## src/rtl/fde_pkg.sv

```systemverilog
// Shared types and decoder for the fde_unit RV32I front end.
// FDE_RV32M_EN enables decoding of MUL/MULH/MULHSU/MULHU.
package fde_pkg;

    localparam logic [6:0] OPC_LUI    = 7'b0110111;
    localparam logic [6:0] OPC_AUIPC  = 7'b0010111;
    localparam logic [6:0] OPC_JAL    = 7'b1101111;
    localparam logic [6:0] OPC_JALR   = 7'b1100111;
    localparam logic [6:0] OPC_BRANCH = 7'b1100011;
    localparam logic [6:0] OPC_LOAD   = 7'b0000011;
    localparam logic [6:0] OPC_STORE  = 7'b0100011;
    localparam logic [6:0] OPC_OPIMM  = 7'b0010011;
    localparam logic [6:0] OPC_OP     = 7'b0110011;
    localparam logic [6:0] OPC_FENCE  = 7'b0001111;

    localparam logic [2:0] F3_ADD  = 3'b000;
    localparam logic [2:0] F3_SLL  = 3'b001;
    localparam logic [2:0] F3_SLT  = 3'b010;
    localparam logic [2:0] F3_SLTU = 3'b011;
    localparam logic [2:0] F3_XOR  = 3'b100;
    localparam logic [2:0] F3_SR   = 3'b101;
    localparam logic [2:0] F3_OR   = 3'b110;
    localparam logic [2:0] F3_AND  = 3'b111;

    localparam logic [2:0] F3_BEQ  = 3'b000;
    localparam logic [2:0] F3_BNE  = 3'b001;
    localparam logic [2:0] F3_BLT  = 3'b100;
    localparam logic [2:0] F3_BGE  = 3'b101;
    localparam logic [2:0] F3_BLTU = 3'b110;
    localparam logic [2:0] F3_BGEU = 3'b111;

    localparam logic [6:0] F7_BASE   = 7'b0000000;
    localparam logic [6:0] F7_ALT    = 7'b0100000;
    localparam logic [6:0] F7_MULDIV = 7'b0000001;

    typedef enum logic [2:0] {
        ST_IDLE, ST_FETCH1, ST_FETCH2, ST_READ, ST_EXEC, ST_DONE
    } state_t;

    typedef enum logic [3:0] {
        ALU_ADD, ALU_SUB, ALU_SLL, ALU_SLT, ALU_SLTU, ALU_XOR, ALU_SRL,
        ALU_SRA, ALU_OR, ALU_AND, ALU_MUL, ALU_MULH, ALU_MULHSU, ALU_MULHU
    } alu_op_t;

    typedef struct packed {
        logic [4:0]  rd;
        logic [4:0]  rs1;
        logic [4:0]  rs2;
        logic [2:0]  funct3;
        logic [31:0] imm;
        alu_op_t     alu_op;
        logic        is_lui;
        logic        is_auipc;
        logic        is_jal;
        logic        is_jalr;
        logic        is_branch;
        logic        is_load;
        logic        is_store;
        logic        is_alu_imm;
        logic        is_alu_reg;
        logic        writes_rd;
        logic        illegal;
    } instructions;

    typedef struct packed {
        logic [31:0] rs1;
        logic [31:0] rs2;
    } regvpair;

    function automatic alu_op_t alu_sel(input logic [2:0] f3, input logic alt);
        alu_op_t op;
        case (f3)
            F3_ADD:  op = alt ? ALU_SUB : ALU_ADD;
            F3_SLL:  op = ALU_SLL;
            F3_SLT:  op = ALU_SLT;
            F3_SLTU: op = ALU_SLTU;
            F3_XOR:  op = ALU_XOR;
            F3_SR:   op = alt ? ALU_SRA : ALU_SRL;
            F3_OR:   op = ALU_OR;
            default: op = ALU_AND;
        endcase
        return op;
    endfunction

    function automatic instructions decode(input logic [31:0] i);
        instructions d;
        logic [6:0]  opc;
        logic [6:0]  f7;
        logic [2:0]  f3;
        logic        uses_rs1;
        logic        uses_rs2;
        logic        has_rd;
        opc = i[6:0];
        f3  = i[14:12];
        f7  = i[31:25];
        d = '0;
        d.rd     = i[11:7];
        d.rs1    = i[19:15];
        d.rs2    = i[24:20];
        d.funct3 = f3;
        d.alu_op = ALU_ADD;
        case (opc)
            OPC_LUI: begin
                d.is_lui = 1'b1;
                d.imm    = {i[31:12], 12'd0};
            end
            OPC_AUIPC: begin
                d.is_auipc = 1'b1;
                d.imm      = {i[31:12], 12'd0};
            end
            OPC_JAL: begin
                d.is_jal = 1'b1;
                d.imm    = {{11{i[31]}}, i[31], i[19:12], i[20], i[30:21], 1'b0};
            end
            OPC_JALR: begin
                d.is_jalr = 1'b1;
                d.illegal = (f3 != 3'b000);
                d.imm     = {{20{i[31]}}, i[31:20]};
            end
            OPC_BRANCH: begin
                d.is_branch = 1'b1;
                d.illegal   = (f3 == 3'b010) || (f3 == 3'b011);
                d.imm       = {{19{i[31]}}, i[31], i[7], i[30:25], i[11:8], 1'b0};
            end
            OPC_LOAD: begin
                d.is_load = 1'b1;
                d.illegal = (f3 == 3'b011) || (f3 == 3'b110) || (f3 == 3'b111);
                d.imm     = {{20{i[31]}}, i[31:20]};
            end
            OPC_STORE: begin
                d.is_store = 1'b1;
                d.illegal  = (f3 > 3'b010);
                d.imm      = {{20{i[31]}}, i[31:25], i[11:7]};
            end
            OPC_OPIMM: begin
                d.is_alu_imm = 1'b1;
                d.imm        = {{20{i[31]}}, i[31:20]};
                d.alu_op     = alu_sel(f3, (f3 == F3_SR) && i[30]);
                if (f3 == F3_SLL)
                    d.illegal = (f7 != F7_BASE);
                else if (f3 == F3_SR)
                    d.illegal = (f7 != F7_BASE) && (f7 != F7_ALT);
            end
            OPC_OP: begin
                d.is_alu_reg = 1'b1;
                if (f7 == F7_BASE)
                    d.alu_op = alu_sel(f3, 1'b0);
                else if ((f7 == F7_ALT) && ((f3 == F3_ADD) || (f3 == F3_SR)))
                    d.alu_op = alu_sel(f3, 1'b1);
`ifdef FDE_RV32M_EN
                else if ((f7 == F7_MULDIV) && !f3[2]) begin
                    case (f3[1:0])
                        2'b00:   d.alu_op = ALU_MUL;
                        2'b01:   d.alu_op = ALU_MULH;
                        2'b10:   d.alu_op = ALU_MULHSU;
                        default: d.alu_op = ALU_MULHU;
                    endcase
                end
`endif
                else
                    d.illegal = 1'b1;
            end
            OPC_FENCE: begin
            end
            default: d.illegal = 1'b1;
        endcase

        // An illegal encoding must look like a bubble downstream.
        if (d.illegal) begin
            d = '0;
            d.illegal = 1'b1;
        end
        uses_rs1 = d.is_jalr | d.is_branch | d.is_load | d.is_store | d.is_alu_imm | d.is_alu_reg;
        uses_rs2 = d.is_branch | d.is_store | d.is_alu_reg;
        has_rd   = d.is_lui | d.is_auipc | d.is_jal | d.is_jalr | d.is_load
                 | d.is_alu_imm | d.is_alu_reg;
        if (!uses_rs1) d.rs1 = 5'd0;
        if (!uses_rs2) d.rs2 = 5'd0;
        if (!has_rd)   d.rd  = 5'd0;
        if (d.is_lui | d.is_auipc | d.is_jal) d.funct3 = 3'd0;
        d.writes_rd = has_rd && (d.rd != 5'd0);
        return d;
    endfunction

endpackage

```

## src/rtl/fde_alu.sv

```systemverilog
// Combinational ALU and branch comparator for fde_unit.
// Multiply operations exist only when FDE_RV32M_EN is defined.
module fde_alu
    import fde_pkg::*;
(
    input  logic [3:0]  i_op,
    input  logic [2:0]  i_funct3,
    input  logic [31:0] i_a,
    input  logic [31:0] i_b,
    output logic [31:0] o_y,
    output logic        o_br_taken
);

    logic signed [31:0] w_a_s;
    logic signed [31:0] w_b_s;
    logic        [4:0]  w_sh;

    assign w_a_s = i_a;
    assign w_b_s = i_b;
    assign w_sh  = i_b[4:0];

`ifdef FDE_RV32M_EN
    // Sign/zero-extend to 64 bits; the low 64 bits of the product are exact.
    logic [63:0] w_prod_ss;
    logic [63:0] w_prod_su;
    logic [63:0] w_prod_uu;
    assign w_prod_ss = {{32{i_a[31]}}, i_a} * {{32{i_b[31]}}, i_b};
    assign w_prod_su = {{32{i_a[31]}}, i_a} * {32'd0, i_b};
    assign w_prod_uu = {32'd0, i_a} * {32'd0, i_b};
`endif

    always_comb begin
        o_y = 32'd0;
        case (alu_op_t'(i_op))
            ALU_ADD:  o_y = i_a + i_b;
            ALU_SUB:  o_y = i_a - i_b;
            ALU_SLL:  o_y = i_a << w_sh;
            ALU_SLT:  o_y = {31'd0, (w_a_s < w_b_s)};
            ALU_SLTU: o_y = {31'd0, (i_a < i_b)};
            ALU_XOR:  o_y = i_a ^ i_b;
            ALU_SRL:  o_y = i_a >> w_sh;
            ALU_SRA:  o_y = w_a_s >>> w_sh;
            ALU_OR:   o_y = i_a | i_b;
            ALU_AND:  o_y = i_a & i_b;
`ifdef FDE_RV32M_EN
            ALU_MUL:    o_y = w_prod_uu[31:0];
            ALU_MULH:   o_y = w_prod_ss[63:32];
            ALU_MULHSU: o_y = w_prod_su[63:32];
            ALU_MULHU:  o_y = w_prod_uu[63:32];
`endif
            default:  o_y = 32'd0;
        endcase
    end

    always_comb begin
        o_br_taken = 1'b0;
        case (i_funct3)
            F3_BEQ:  o_br_taken = (i_a == i_b);
            F3_BNE:  o_br_taken = (i_a != i_b);
            F3_BLT:  o_br_taken = (w_a_s < w_b_s);
            F3_BGE:  o_br_taken = (w_a_s >= w_b_s);
            F3_BLTU: o_br_taken = (i_a < i_b);
            F3_BGEU: o_br_taken = (i_a >= i_b);
            default: o_br_taken = 1'b0;
        endcase
    end

endmodule

```

## src/rtl/fde_unit.sv

```systemverilog
// Multi-cycle RV32I fetch/decode/execute front end (IDLE-FETCH1-FETCH2-READ-EXEC-DONE).
// Define FDE_RV32M_EN to add MUL/MULH/MULHSU/MULHU.
module fde_unit
    import fde_pkg::*;
(
    input  logic        clk,
    input  logic        rstn,
    input  logic        enabled,
    input  logic [31:0] pc,
    output logic [31:0] rom_addr,
    input  logic [31:0] rom_data,
    output logic [4:0]  rs1_a,
    output logic [4:0]  rs2_a,
    input  logic [31:0] rs1_v,
    input  logic [31:0] rs2_v,
    output logic        completed,
    output logic [31:0] pc_n,
    output logic [4:0]  rd,
    output logic        writes_to_reg,
    output logic        is_load,
    output logic        is_store,
    output logic [2:0]  funct3,
    output logic [31:0] store_data,
    output logic [31:0] result,
    output logic        is_jump_chosen,
    output logic [31:0] jump_dest,
    output logic        illegal
);

    state_t      r_state;
    state_t      w_next;
    logic        w_accept;
    instructions r_dec;
    instructions w_dec_rom;
    regvpair     w_regs;
    alu_op_t     w_op;
    logic [31:0] w_a;
    logic [31:0] w_b;
    logic [31:0] w_alu_y;
    logic        w_br_taken;
    logic        w_has_result;
    logic [31:0] w_jalr_sum;
    logic [31:0] w_dest;
    logic        w_taken;

    always_ff @(posedge clk or negedge rstn) begin
        if (!rstn) r_state <= ST_IDLE;
        else       r_state <= w_next;
    end

    always_comb begin
        w_next   = r_state;
        w_accept = 1'b0;
        case (r_state)
            ST_IDLE, ST_DONE: begin
                if (enabled) begin
                    w_next   = ST_FETCH1;
                    w_accept = 1'b1;
                end
            end
            ST_FETCH1: w_next = ST_FETCH2;
            ST_FETCH2: w_next = ST_READ;
            ST_READ:   w_next = ST_EXEC;
            ST_EXEC:   w_next = ST_DONE;
            default:   w_next = ST_IDLE;
        endcase
    end

    assign w_dec_rom = decode(rom_data);

    // Register-file addresses come straight from the decoded instruction so
    // they are stable from READ onwards and the data is ready by EXEC.
    assign rs1_a = r_dec.rs1;
    assign rs2_a = r_dec.rs2;

    assign w_regs.rs1 = rs1_v;
    assign w_regs.rs2 = rs2_v;

    always_comb begin
        w_op = r_dec.alu_op;
        w_a  = w_regs.rs1;
        w_b  = w_regs.rs2;
        if (r_dec.is_lui) begin
            w_op = ALU_ADD;
            w_a  = 32'd0;
            w_b  = r_dec.imm;
        end else if (r_dec.is_auipc) begin
            w_op = ALU_ADD;
            w_a  = rom_addr;
            w_b  = r_dec.imm;
        end else if (r_dec.is_jal || r_dec.is_jalr) begin
            w_op = ALU_ADD;
            w_a  = rom_addr;
            w_b  = 32'd4;
        end else if (r_dec.is_load || r_dec.is_store) begin
            w_op = ALU_ADD;
            w_b  = r_dec.imm;
        end else if (r_dec.is_alu_imm) begin
            w_b  = r_dec.imm;
        end
    end

    fde_alu u_alu (
        .i_op       (w_op),
        .i_funct3   (r_dec.funct3),
        .i_a        (w_a),
        .i_b        (w_b),
        .o_y        (w_alu_y),
        .o_br_taken (w_br_taken)
    );

    assign w_has_result = r_dec.is_lui | r_dec.is_auipc | r_dec.is_jal | r_dec.is_jalr
                        | r_dec.is_load | r_dec.is_store | r_dec.is_alu_imm | r_dec.is_alu_reg;
    assign w_jalr_sum   = w_regs.rs1 + r_dec.imm;
    assign w_taken      = r_dec.is_jal | r_dec.is_jalr | (r_dec.is_branch & w_br_taken);

    always_comb begin
        w_dest = 32'd0;
        if (r_dec.is_jalr)
            w_dest = w_jalr_sum & ~32'd1;
        else if (r_dec.is_jal || r_dec.is_branch)
            w_dest = rom_addr + r_dec.imm;
    end

    always_ff @(posedge clk or negedge rstn) begin
        if (!rstn) begin
            rom_addr       <= 32'd0;
            r_dec          <= '0;
            completed      <= 1'b0;
            pc_n           <= 32'd0;
            rd             <= 5'd0;
            writes_to_reg  <= 1'b0;
            is_load        <= 1'b0;
            is_store       <= 1'b0;
            funct3         <= 3'd0;
            store_data     <= 32'd0;
            result         <= 32'd0;
            is_jump_chosen <= 1'b0;
            jump_dest      <= 32'd0;
            illegal        <= 1'b0;
        end else begin
            if (w_accept) begin
                rom_addr  <= pc;
                completed <= 1'b0;
            end
            if (r_state == ST_FETCH2)
                r_dec <= w_dec_rom;
            if (r_state == ST_EXEC) begin
                completed      <= 1'b1;
                pc_n           <= rom_addr;
                rd             <= r_dec.rd;
                writes_to_reg  <= r_dec.writes_rd;
                is_load        <= r_dec.is_load;
                is_store       <= r_dec.is_store;
                funct3         <= r_dec.funct3;
                store_data     <= w_regs.rs2;
                result         <= w_has_result ? w_alu_y : 32'd0;
                is_jump_chosen <= w_taken;
                jump_dest      <= w_dest;
                illegal        <= r_dec.illegal;
            end
        end
    end

endmodule

```

## config.mk

```make
export PLATFORM = sky130hd
export DESIGN_NAME = fde_unit
export DESIGN_NICKNAME = d
export VERILOG_FILES = /design/src/rtl/fde_pkg.sv /design/src/rtl/fde_alu.sv /design/src/rtl/fde_unit.sv
export SDC_FILE = /design/constraint.sdc
export NUM_CORES = 1
export LEC_CHECK = 0
export BUFFER_PORTS_ARGS = -buffer_cell sky130_fd_sc_hd__clkbuf_2
export CORE_MARGIN = 5
export CORE_UTILIZATION = 45
export CTS_CLUSTER_SIZE = 12
export DETAILED_ROUTE_END_ITERATION = 10
export SYNTH_ARGS = -nofsm -noshare
export SYNTH_HDL_FRONTEND = slang
export SYNTH_SLANG_ARGS = --single-unit
```

## constraint.sdc

```tcl
create_clock -name clk -period 6.3 [get_ports clk]
set_input_delay 1.26 -clock clk [delete_from_list [all_inputs] [get_ports clk]]
set_output_delay 1.26 -clock clk [all_outputs]
set_load 0.03 [all_outputs]
```

### Yosys cells after proc, flatten, opt, wreduce, memory -nomap -nowiden

Index checks and enable logic that the tools add are counted.

| storage, ports and cells | value |
|---|---|
| register bits | 242 |
| input bits | 131 |
| output and inout port bits | 184 |
| word-level logic and storage cells | 185 |

| cells by class | value |
|---|---|
| add/sub/neg operators | 4 |
| magnitude comparators | 5 |
| eq/ne operators | 41 |
| shift operators | 3 |
| multiplexer cells | 51 |
| bitwise operators | 26 |
| reductions and logical operators | 24 |

Operator list:

| kind | count |
|---|---|
| 2-to-1 mux 32 bit | 11 |
| one-hot mux 32 bit (10 select lines) | 1 |
| one-hot mux 32 bit (5 select lines) | 1 |
| adder 32 bit | 3 |
| one-hot mux 4 bit (7 select lines) | 3 |
| 2-to-1 mux 65 bit | 1 |
| greater-or-equal comparator 32 bit | 2 |
| less-than comparator 32 bit | 2 |
| bitwise AND 32 bit | 1 |
| == test 32 bit | 1 |
| != test 32 bit | 1 |
| OR 32 bit | 1 |
| left shift 32 x 5 -> 32 bit | 1 |
| >> shifter 32 x 5 -> 32 bit | 1 |
| >>> shifter 32 x 5 -> 32 bit | 1 |
| subtractor 32 bit | 1 |
| XOR 32 bit | 1 |
| == test 3 bit (second input constant) | 10 |
| == test 7 x 6 -> 1 bit (second input constant) | 4 |
| 2-to-1 mux 4 bit | 6 |
| OR 1 bit | 22 |
| == test 7 bit (second input constant) | 3 |
| 2-to-1 mux 1 bit | 19 |
| == test 4 x 3 -> 1 bit (second input constant) | 4 |
| other kinds (30) | 53 |

### Logic depth before layout (Yosys ltp)

Gate-level depths: netlist of the first run.

| logic depth | value |
|---|---|
| depth after elaboration | 16 |
| depth in mapped cells | 20 |
| depth with buffers taken out | 15 |

### Modules after synthesis

Synthesis of the first run repeated with hierarchy kept, for this count alone.

| unflattened totals | value |
|---|---|
| cells, all modules | 2,795 |
| area total of the unflattened synthesis | 22,158.8 um^2 |

Modules (own cells, without submodules):

| module | instances | cells an instance | area each (um^2) |
|---|---|---|---|
| fde_unit | 1 | 1,526 | 13,684.4 |
| fde_alu | 1 | 1,269 | 8,474.4 |

### Worst setup path after synthesis of the first run

No wires, ideal clock.

| timing path | value |
|---|---|
| path type | input port to flip-flop |
| from | input port rs2_v[2] |
| to | register result[20] |
| arrival time | 4.851 ns |
| required time | 6.176 ns |
| setup slack | 1.325 ns |
| stages on the path | 16 |
| path buffers | 5 |
| path through | o22ai_1 > buf_2 > buf_2 > buf_2 > buf_1 > ha_1 > clkbuf_1 > nor2b_1 > o31ai_1 > a211oi_1 > or3_1 > a211oi_1 > o221ai_1 > xnor2_1 > a22oi_1 > a21oi_1 |

| on the way | value |
|---|---|
| cells in the longest elaborated chain, start to end | 8 |
| elaborated cells on any way between the ends | 12 |
| those cells by class | 2 x add/sub; 3 x shift; 7 x mux |

RTL lines:

| what | line | source |
|---|---|---|
| start: declaration | fde_unit.sv:15 | `input logic [31:0] rs2_v,` |
| 2-to-1 mux 32 bit (*) | fde_unit.sv:98 | `end else if (r_dec.is_alu_imm) begin` |
| 2-to-1 mux 32 bit (*) | fde_unit.sv:95 | `end else if (r_dec.is_load \|\| r_dec.is_store) begin` |
| 2-to-1 mux 32 bit (*) | fde_unit.sv:91 | `end else if (r_dec.is_jal \|\| r_dec.is_jalr) begin` |
| 2-to-1 mux 32 bit (*) | fde_unit.sv:87 | `end else if (r_dec.is_auipc) begin` |
| 2-to-1 mux 32 bit (*) | fde_unit.sv:83 | `if (r_dec.is_lui) begin` |
| subtractor 32 bit, or another cell as far along | fde_alu.sv:36 | `ALU_SUB: o_y = i_a - i_b;` |
| one-hot mux 32 bit (10 select lines) (*) | fde_alu.sv:34 | `case (alu_op_t'(i_op))` |
| 2-to-1 mux 32 bit (*) | fde_unit.sv:157 | `result <= w_has_result ? w_alu_y : 32'd0;` |
| end signal: assignment | fde_unit.sv:157 |  |
| end: declaration | fde_unit.sv:24 | `output logic [31:0] result,` |

Mark *: on every way between the ends. The rest lies on a longest branch, timed or not.
A chain may end at the register's enable or synchronous reset.

### Worst setup path after layout of the first run

| timing path | value |
|---|---|
| from | register r_dec[9] in the netlist's numbering |
| to | register is_jump_chosen |

| on the way | value |
|---|---|
| cells in the longest elaborated chain, start to end | 6 |
| elaborated cells on any way between the ends | 13 |
| those cells by class | 4 x order compare; 2 x eq/ne; 5 x mux; 2 x bitwise |

RTL lines:

| what | line | source |
|---|---|---|
| start: declaration | fde_unit.sv:33 | `instructions r_dec;` |
| start signal: assignment | fde_unit.sv:147 | `r_dec <= w_dec_rom;` |
| 2-to-1 mux 32 bit | fde_unit.sv:87 |  |
| 2-to-1 mux 32 bit | fde_unit.sv:83 |  |
| greater-or-equal comparator 32 bit, or another cell as far along | fde_alu.sv:63 | `F3_BGEU: o_br_taken = (i_a >= i_b);` |
| one-hot mux 1 bit (6 select lines) (*) | fde_alu.sv:57 | `case (i_funct3)` |
| bitwise AND 1 bit (*) | fde_unit.sv:115 | `assign w_taken = r_dec.is_jal \| r_dec.is_jalr \| (r_dec.is_branch & w_br_taken);` |
| OR 1 bit (*) | fde_unit.sv:115 |  |
| end signal: assignment | fde_unit.sv:158 | `is_jump_chosen <= w_taken;` |
| end: declaration | fde_unit.sv:25 | `output logic is_jump_chosen,` |

Marked as above.

==> metrics, run 1 <==
Synth Cell Area=23,290 µm²; core footprint=51,300 µm²; TritonCTS Sinks=242; Power Density=371.9 nW/µm²; TritonCTS Buffers=30; vias in the first global route=24,550; initial core utilization=45.41%; first-pass GRT wire length=165,000 µm; router iterations before antenna repair=7; Largest register FFs=55; sequential element share of the synthesized area=26.00%; required time of the critical path=6.79 ns; htree depth=1; Clock Power Share=17.6%; CTS tree=built; cts-stage hold buffer count=0; most frequent cells in the layout=nand2_1, clkbuf_2, a21oi_1; Total Wirelength=113,700 µm; P_sw=5.094 mW; Synth Flop Type=dfrtp_1; worst slew pin tran=1.357 ns; outcome=finished, final reports clean; maximum clock insertion buffer count=3; CP Buf/Inv Count=3; DR iter-0 viols=3,596; Syn Area/Cell=7.650 µm²; clock skew=0.05322 ns; register with the highest flop count=r_dec; Post-CTS Setup Bufs=0; DR vias/cell=6.719; Final min period=5.498 ns; CP max FO=roughly 50; Setup crit end kind=register; die height=about 240 µm; Synth Instances=3,045; sw frac=between 50% and 60%; Pint=about 4.7 mW; Synth cell types=100; total negative slack=0 ns; Setup-failing EPs final=0; pins over their slew limit=0; sequential power share=between 20% and 30%; Hold Fails Final Rpt=0; Post-route DRC=0; routed via count=26,530; Max-slew headroom=approximately 8.6%; #FFs+latches synth=242; Setup Crit Path Kind=register to register; HP Class=register to register; grt ovf=0; IR drop worst, VDD=0.6292 mV; critical path data arrival time=roughly 6 ns; Async SR Flop Fraction=between 90% and 100%; RePlAce Congestion=1.099; CP top delay family=compound AO/OA/AOI/OAI gates; post_cts resized=0; Post-layout nets=3,535; RSZ-0062 raised after global routing=false; worst stage delay on the critical path=0.67 ns; Clk pin slew, worst setup/hold paths=approximately 0.060 ns; combinational share of power=56.6%; share of layout cells above drive strength 1=between 10% and 20%; part of the cycle the worst path needs=87.27%; Synth Warn #=0; Die Wd=approximately 240 µm; Max-cap violations=0; largest net degree at the start of global routing=~120; leakage power=roughly 12 nW; DPL Wire Length=88,460 µm; All-Layer GR Usage=a little under two fifths; Finished Layout Cells=3,949; worst skew pair latency=0.63 ns; CP cell instances=buf_12, nor4_2, and2_1, buf_4, a22o_1, ha_1, inv_1, a221oi_1, o2111ai_1, a2111oi_0, a211oi_1, nor3_2, a21oi_1, o311a_1, o31ai_1; leading cell type in the layout, fill and taps excluded=nand2_1; Die ar.=approximately 56,000 µm²; initial antenna violation count=5; maximum clock frequency=roughly 180 MHz; Area Overhead vs Synth=13.19%; EDFF count, synth=0; FP Rows=83; placed insts=a little under 4,000; number of buffers added on ports=314; clk root buf=clkbuf_16; Avg WL per Cell=28.79 µm; Synth Net Count=3,338; CP max stage cell=a2111oi_0; Final ANT Viol Nets=0; crit path launch type=register; io pins=315
==> worst register-to-register path, cell delays in order (launching register included) <==
cell	delay [ns]
dfrtp_2	0.55
buf_12	0.26
nor4_2	0.46
and2_1	0.19
buf_4	0.39
a22o_1	0.36
ha_1	0.34
inv_1	0.14
a221oi_1	0.46
o2111ai_1	0.28
a2111oi_0	0.67
a211oi_1	0.21
nor3_2	0.36
a21oi_1	0.14
o311a_1	0.30
o31ai_1	0.27
==> cell type report <==
cell class,instances,area [µm²]
sequential,242,6060
fill,5015,24940
tap,680,850.8
multi-input combinational,2468,15910
inverter,120,450.4
clock inverter,14,141.4
antenna,5,12.51
timing repair buffer,380,2115
clock buffer,40,828.3
==> power by group through the flow <==
stage / sequential [mW] / clock (mW) / combinational (mW)
floorplan: 3.26 / 0 / 2.79
global placement: 2.53 / 0 / 5.37
detailed placement: 2.55 / 0 / 5.40
CTS: 2.53 / 1.74 / 5.43
global route: 2.59 / 1.80 / 5.87
finish: 2.54 / 1.72 / 5.55
==> cells by family after synthesis <==
| kind of cell | synth area share [%] |
|---|---|
| mux | 4.222 |
| compound gates | 29.63 |
| xor+xnor | 2.482 |
| buf+inv | 6.005 |
| simple gates | 22.83 |
| fa+ha+maj | 8.831 |
| flops | 26.00 |
==> path summary, 6_finish.rpt <==
path | start | endpoint | slack (ns) | cells past startpoint
worst max-delay path | r_dec[9]$_DFFE_PN0N_ | is_jump_chosen$_DFFE_PN0P_ | 0.80 | 15
worst min-delay path | r_dec[64]$_DFFE_PN0N_ | rd[4]$_DFFE_PN0P_ | 0.46 | 2
worst max register to register | r_dec[9]$_DFFE_PN0N_ | is_jump_chosen$_DFFE_PN0P_ | 0.80 | 15
worst min register to register | r_dec[64]$_DFFE_PN0N_ | rd[4]$_DFFE_PN0P_ | 0.46 | 2
max in group asynchronous | rstn | r_dec[9]$_DFFE_PN0N_ | 4.32 | 2
min in group asynchronous | rstn | rs1_a[1]$_DFFE_PN0N_ | 0.56 | 1
==> layer usage <==
metal / wire length, µm / part of all wire, % / track usage [%]
met1: 47020 / 41 / 52.97
met3: 12240 / 11 / 8.412
met5: 0 / 0 / 0
met4: 6723 / 5.9 / 17.86
met2: 47710 / 42 / 56.91
==> metrics by stage <==
stage               hold WS [ns]  utilization, %  instance area, µm²  total power, mW  setup WS (ns)
floorplan                 0.4386               -               23290            6.056          1.325
global placement          0.4490           49.48               25380            7.902         0.9665
detailed placement        0.4589           49.48               25380            7.952         0.7255
CTS                       0.4650           51.37               26350            9.694         0.9402
global route              0.4889           51.38               26360            10.26         0.3970
finish                    0.4644           51.39               26370            9.806         0.8017
==> cells in the mapped netlist (33+ instances only) <==
cell type	count	area (µm²)
a221oi_1	35	306.5
inv_1	117	439.2
a31oi_1	38	237.7
buf_2	38	190.2
a22o_1	52	455.4
a21oi_1	243	1216
a21o_1	38	285.3
nand3_1	112	560.5
dfrtp_1	242	6056
xnor2_1	45	394.1
o21ai_0	174	870.8
mux2_2	42	473.0
clkbuf_1	134	503.0
mux2i_1	36	360.4
o31ai_1	59	442.9
o211ai_1	54	405.4
ha_1	158	1977
a211oi_1	33	247.7
nand2_1	497	1866
nor2_1	220	825.8
nor3_1	72	360.4
(Power assumes the default switching activity.)
==> run 2: changes to the inputs <==
--- a/config.mk
+++ b/config.mk
@@ -6,10 +6,12 @@
 export NUM_CORES = 1
 export LEC_CHECK = 0
 export BUFFER_PORTS_ARGS = -buffer_cell sky130_fd_sc_hd__clkbuf_2
+export CORE_ASPECT_RATIO = 0.7
 export CORE_MARGIN = 5
 export CORE_UTILIZATION = 45
 export CTS_CLUSTER_SIZE = 12
 export DETAILED_ROUTE_END_ITERATION = 10
+export RECOVER_POWER = 25
 export SYNTH_ARGS = -nofsm -noshare
 export SYNTH_HDL_FRONTEND = slang
 export SYNTH_SLANG_ARGS = --single-unit
==> metrics, run 2 (synthesis results as in run 1) <==
io pins=315 (unchanged); IR drop worst, VDD=0.3124 mV (-50%); most frequent cells in the layout=nand2_1, clkbuf_2, a21oi_1; die height=200.4 µm (-16%); maximum clock insertion buffer count=3 (unchanged); TritonCTS Sinks=242 (unchanged); CP Depth=14 (-1); critical path data arrival time=5.72 ns (-0.27 ns); vias in the first global route=24,690 (+0.55%); CTS tree=built; crit path launch type=register; Avg WL per Cell=29.26 µm (+1.6%); RePlAce Congestion=1.087 (-1.1%); FP Rows=69 (-17%); register with the highest flop count=r_dec; CP cell instances=nor3_2, o31ai_4, buf_4, a22o_1, ha_1, inv_1, a221oi_1, o2111ai_1, a2111oi_0, a211oi_1, nor3_2, a21oi_1, o311a_1, o31ai_1; final instance area=26,190 µm² (-0.68%); CP max stage cell=o31ai_4; first-pass GRT wire length=166,000 µm (+0.64%); Worst R2R Path Depth=14 (-1); largest net degree at the start of global routing=126 (+4.1%); routed via count=26,660 (+0.50%); area of the multi-input gates=15,900 µm² (about the same); Largest register FFs=55 (unchanged); TritonCTS Buffers=27 (-10%); Layout fillers=5,053 (+0.76%); part of the cycle the worst path needs=83.24% (-4.0 points); combinational share of power=57.5% (+0.9 points); worst slew pin tran=3.393 ns (+2.037 ns); Setup Crit Path Kind=register to register; DR vias/cell=6.783 (+0.96%); Setup crit start=r_dec[4]$_DFFE_PN0N_; Die ar.=56,490 µm² (+0.13%); outcome=complete, but fails checks; Clk pin slew, worst setup/hold paths=0.06 ns (about the same); All-Layer GR Usage=38.57% (+0.36 points); crit-path most repeated cell=nor3_2; pins over their slew limit=428 (+428); CP Buf/Inv Count=2 (-1); leading cell type in the layout, fill and taps excluded=nand2_1; CP max FO=16 (-67%); sequential power share=25.9% (about the same); Post-route DRC=0 (unchanged); Setup-failing EPs final=0 (unchanged); Area Overhead vs Synth=12.41%; share of layout cells above drive strength 1=16.84% (-0.38 points); maximum clock frequency=190.7 MHz (+4.8%); Total Wirelength=115,000 µm (+1.2%); Die Wd=281.9 µm (+19%); Clock Power Share=16.6% (-1.0 points); Hold Fails Final Rpt=0 (unchanged); P_sw=5.083 mW (-0.22%); initial core utilization=45.65% (+0.25 points); core footprint=51,020 µm² (-0.54%); Power Density=372.5 nW/µm² (+0.16%); failing checks=capacitance limit, slew limit; DR iter-0 viols=3,919 (+9.0%); Setup crit end=is_jump_chosen$_DFFE_PN0P_; FF+latch area=6060 µm² (unchanged); Max-cap violations=5 (+5); metal3 WL=17,150 µm (+40%); required time of the critical path=6.78 ns (about the same); Final ANT Viol Nets=0 (unchanged); Setup crit end kind=register; Pint=4.672 mW (-0.85%); initial antenna violation count=2 (-3); Post-CTS Setup Bufs=0 (unchanged); worst stage delay on the critical path=0.77 ns (+0.10 ns); top routing layer in use=met5; grt ovf=0 (unchanged); Hold WS=0.4712 ns (+0.006864 ns); number of buffers added on ports=314 (unchanged); router iterations before antenna repair=6 (-1); Max-slew headroom=-126.2% (-130 points); Post-layout nets=3,532 (-0.085%); clk root buf=clkbuf_16; Reg2Reg Capture Point=is_jump_chosen$_DFFE_PN0P_; RR Startpoint=r_dec[4]$_DFFE_PN0N_; HP Class=register to register; sw frac=52.11% (+0.16 points); RSZ-0062 raised after global routing=false; leakage power=12.17 nW (-0.58%); met2 wire len=44,330 µm (-7.1%); placed cell areas=25,350 µm² (-0.13%); met1 WL=49,060 µm (+4.3%); cts-stage hold buffer count=0 (unchanged); clock skew=0.03980 ns (-0.01342 ns); CP top delay family=compound AO/OA/AOI/OAI gates; setup slack, reg-to-reg=1.06 ns (+0.25 ns); DPL Wire Length=90,400 µm (+2.2%); post_cts resized=0 (unchanged); final core occ=51.32% (-0.072 points); total negative slack=0 ns (unchanged); Final min period=5.244 ns (-0.2540 ns); htree depth=1 (unchanged); worst skew pair latency=0.60 ns (-0.03 ns)
run 2: power by group through the flow:
stage          combinational, mW  sequential (mW)  clock, mW
6_report                    5.61             2.53       1.62
5_1_grt                     5.94             2.58       1.70
4_1_cts                     5.44             2.52       1.64
3_5_place_dp                5.41             2.54          0
3_3_place_gp                5.36             2.51          0
2_1_floorplan               2.79             3.26          0
run 2: layout make-up:
| class | instances | share of cell area, % |
|---|---|---|
| clock buffers | 36 | 2.900 |
| inverters | 120 | 1.720 |
| repair buffers | 380 | 7.851 |
| multi-input cells | 2468 | 60.70 |
| well taps | 674 | 3.221 |
| diodes | 2 | 0.01911 |
| flip-flops and latches | 242 | 23.14 |
| clock inverters | 9 | 0.4444 |
run 2: through the flow:
stage | std cells | worst slack [ns] | power [mW]
6_report | 3931 | 1.056 | 9.755
5_1_grt | 3930 | 0.4081 | 10.21
4_1_cts | 3929 | 1.214 | 9.592
3_5_place_dp | 3884 | 0.9018 | 7.948
3_3_place_gp | 3884 | 0.9809 | 7.878
2_1_floorplan | 3045 | 1.325 | 6.056
run 2: worst min path at each step:
stage | slack (ns) | to | from | cells after the start
after floorplan | 0.44 | r_dec[60]$_DFFE_PN0N_ | r_dec[60]$_DFFE_PN0N_ | 2
after global placement | 0.45 | rd[1]$_DFFE_PN0P_ | r_dec[61]$_DFFE_PN0N_ | 2
after detailed placement | 0.46 | r_dec[63]$_DFFE_PN0N_ | r_dec[63]$_DFFE_PN0N_ | 2
after CTS | 0.47 | r_dec[63]$_DFFE_PN0N_ | r_dec[63]$_DFFE_PN0N_ | 2
after global routing | 0.50 | rd[4]$_DFFE_PN0P_ | r_dec[64]$_DFFE_PN0N_ | 2
final | 0.47 | r_dec[63]$_DFFE_PN0N_ | r_dec[63]$_DFFE_PN0N_ | 2
run 2: metal layers:
layer	vias to the layer above	track usage [%]
met1	12980	56.20
met2	1809	51.81
met5	-	0
met4	2	11.10
li1	11600	-
met3	277	16.15
run 2: worst reg2reg max path: stages (launching register included):
cell,delay [ns]
dfrtp_1,0.55
nor3_2,0.19
o31ai_4,0.78
buf_4,0.38
a22o_1,0.31
ha_1,0.34
inv_1,0.14
a221oi_1,0.43
o2111ai_1,0.29
a2111oi_0,0.58
a211oi_1,0.19
nor3_2,0.34
a21oi_1,0.12
o311a_1,0.29
o31ai_1,0.23
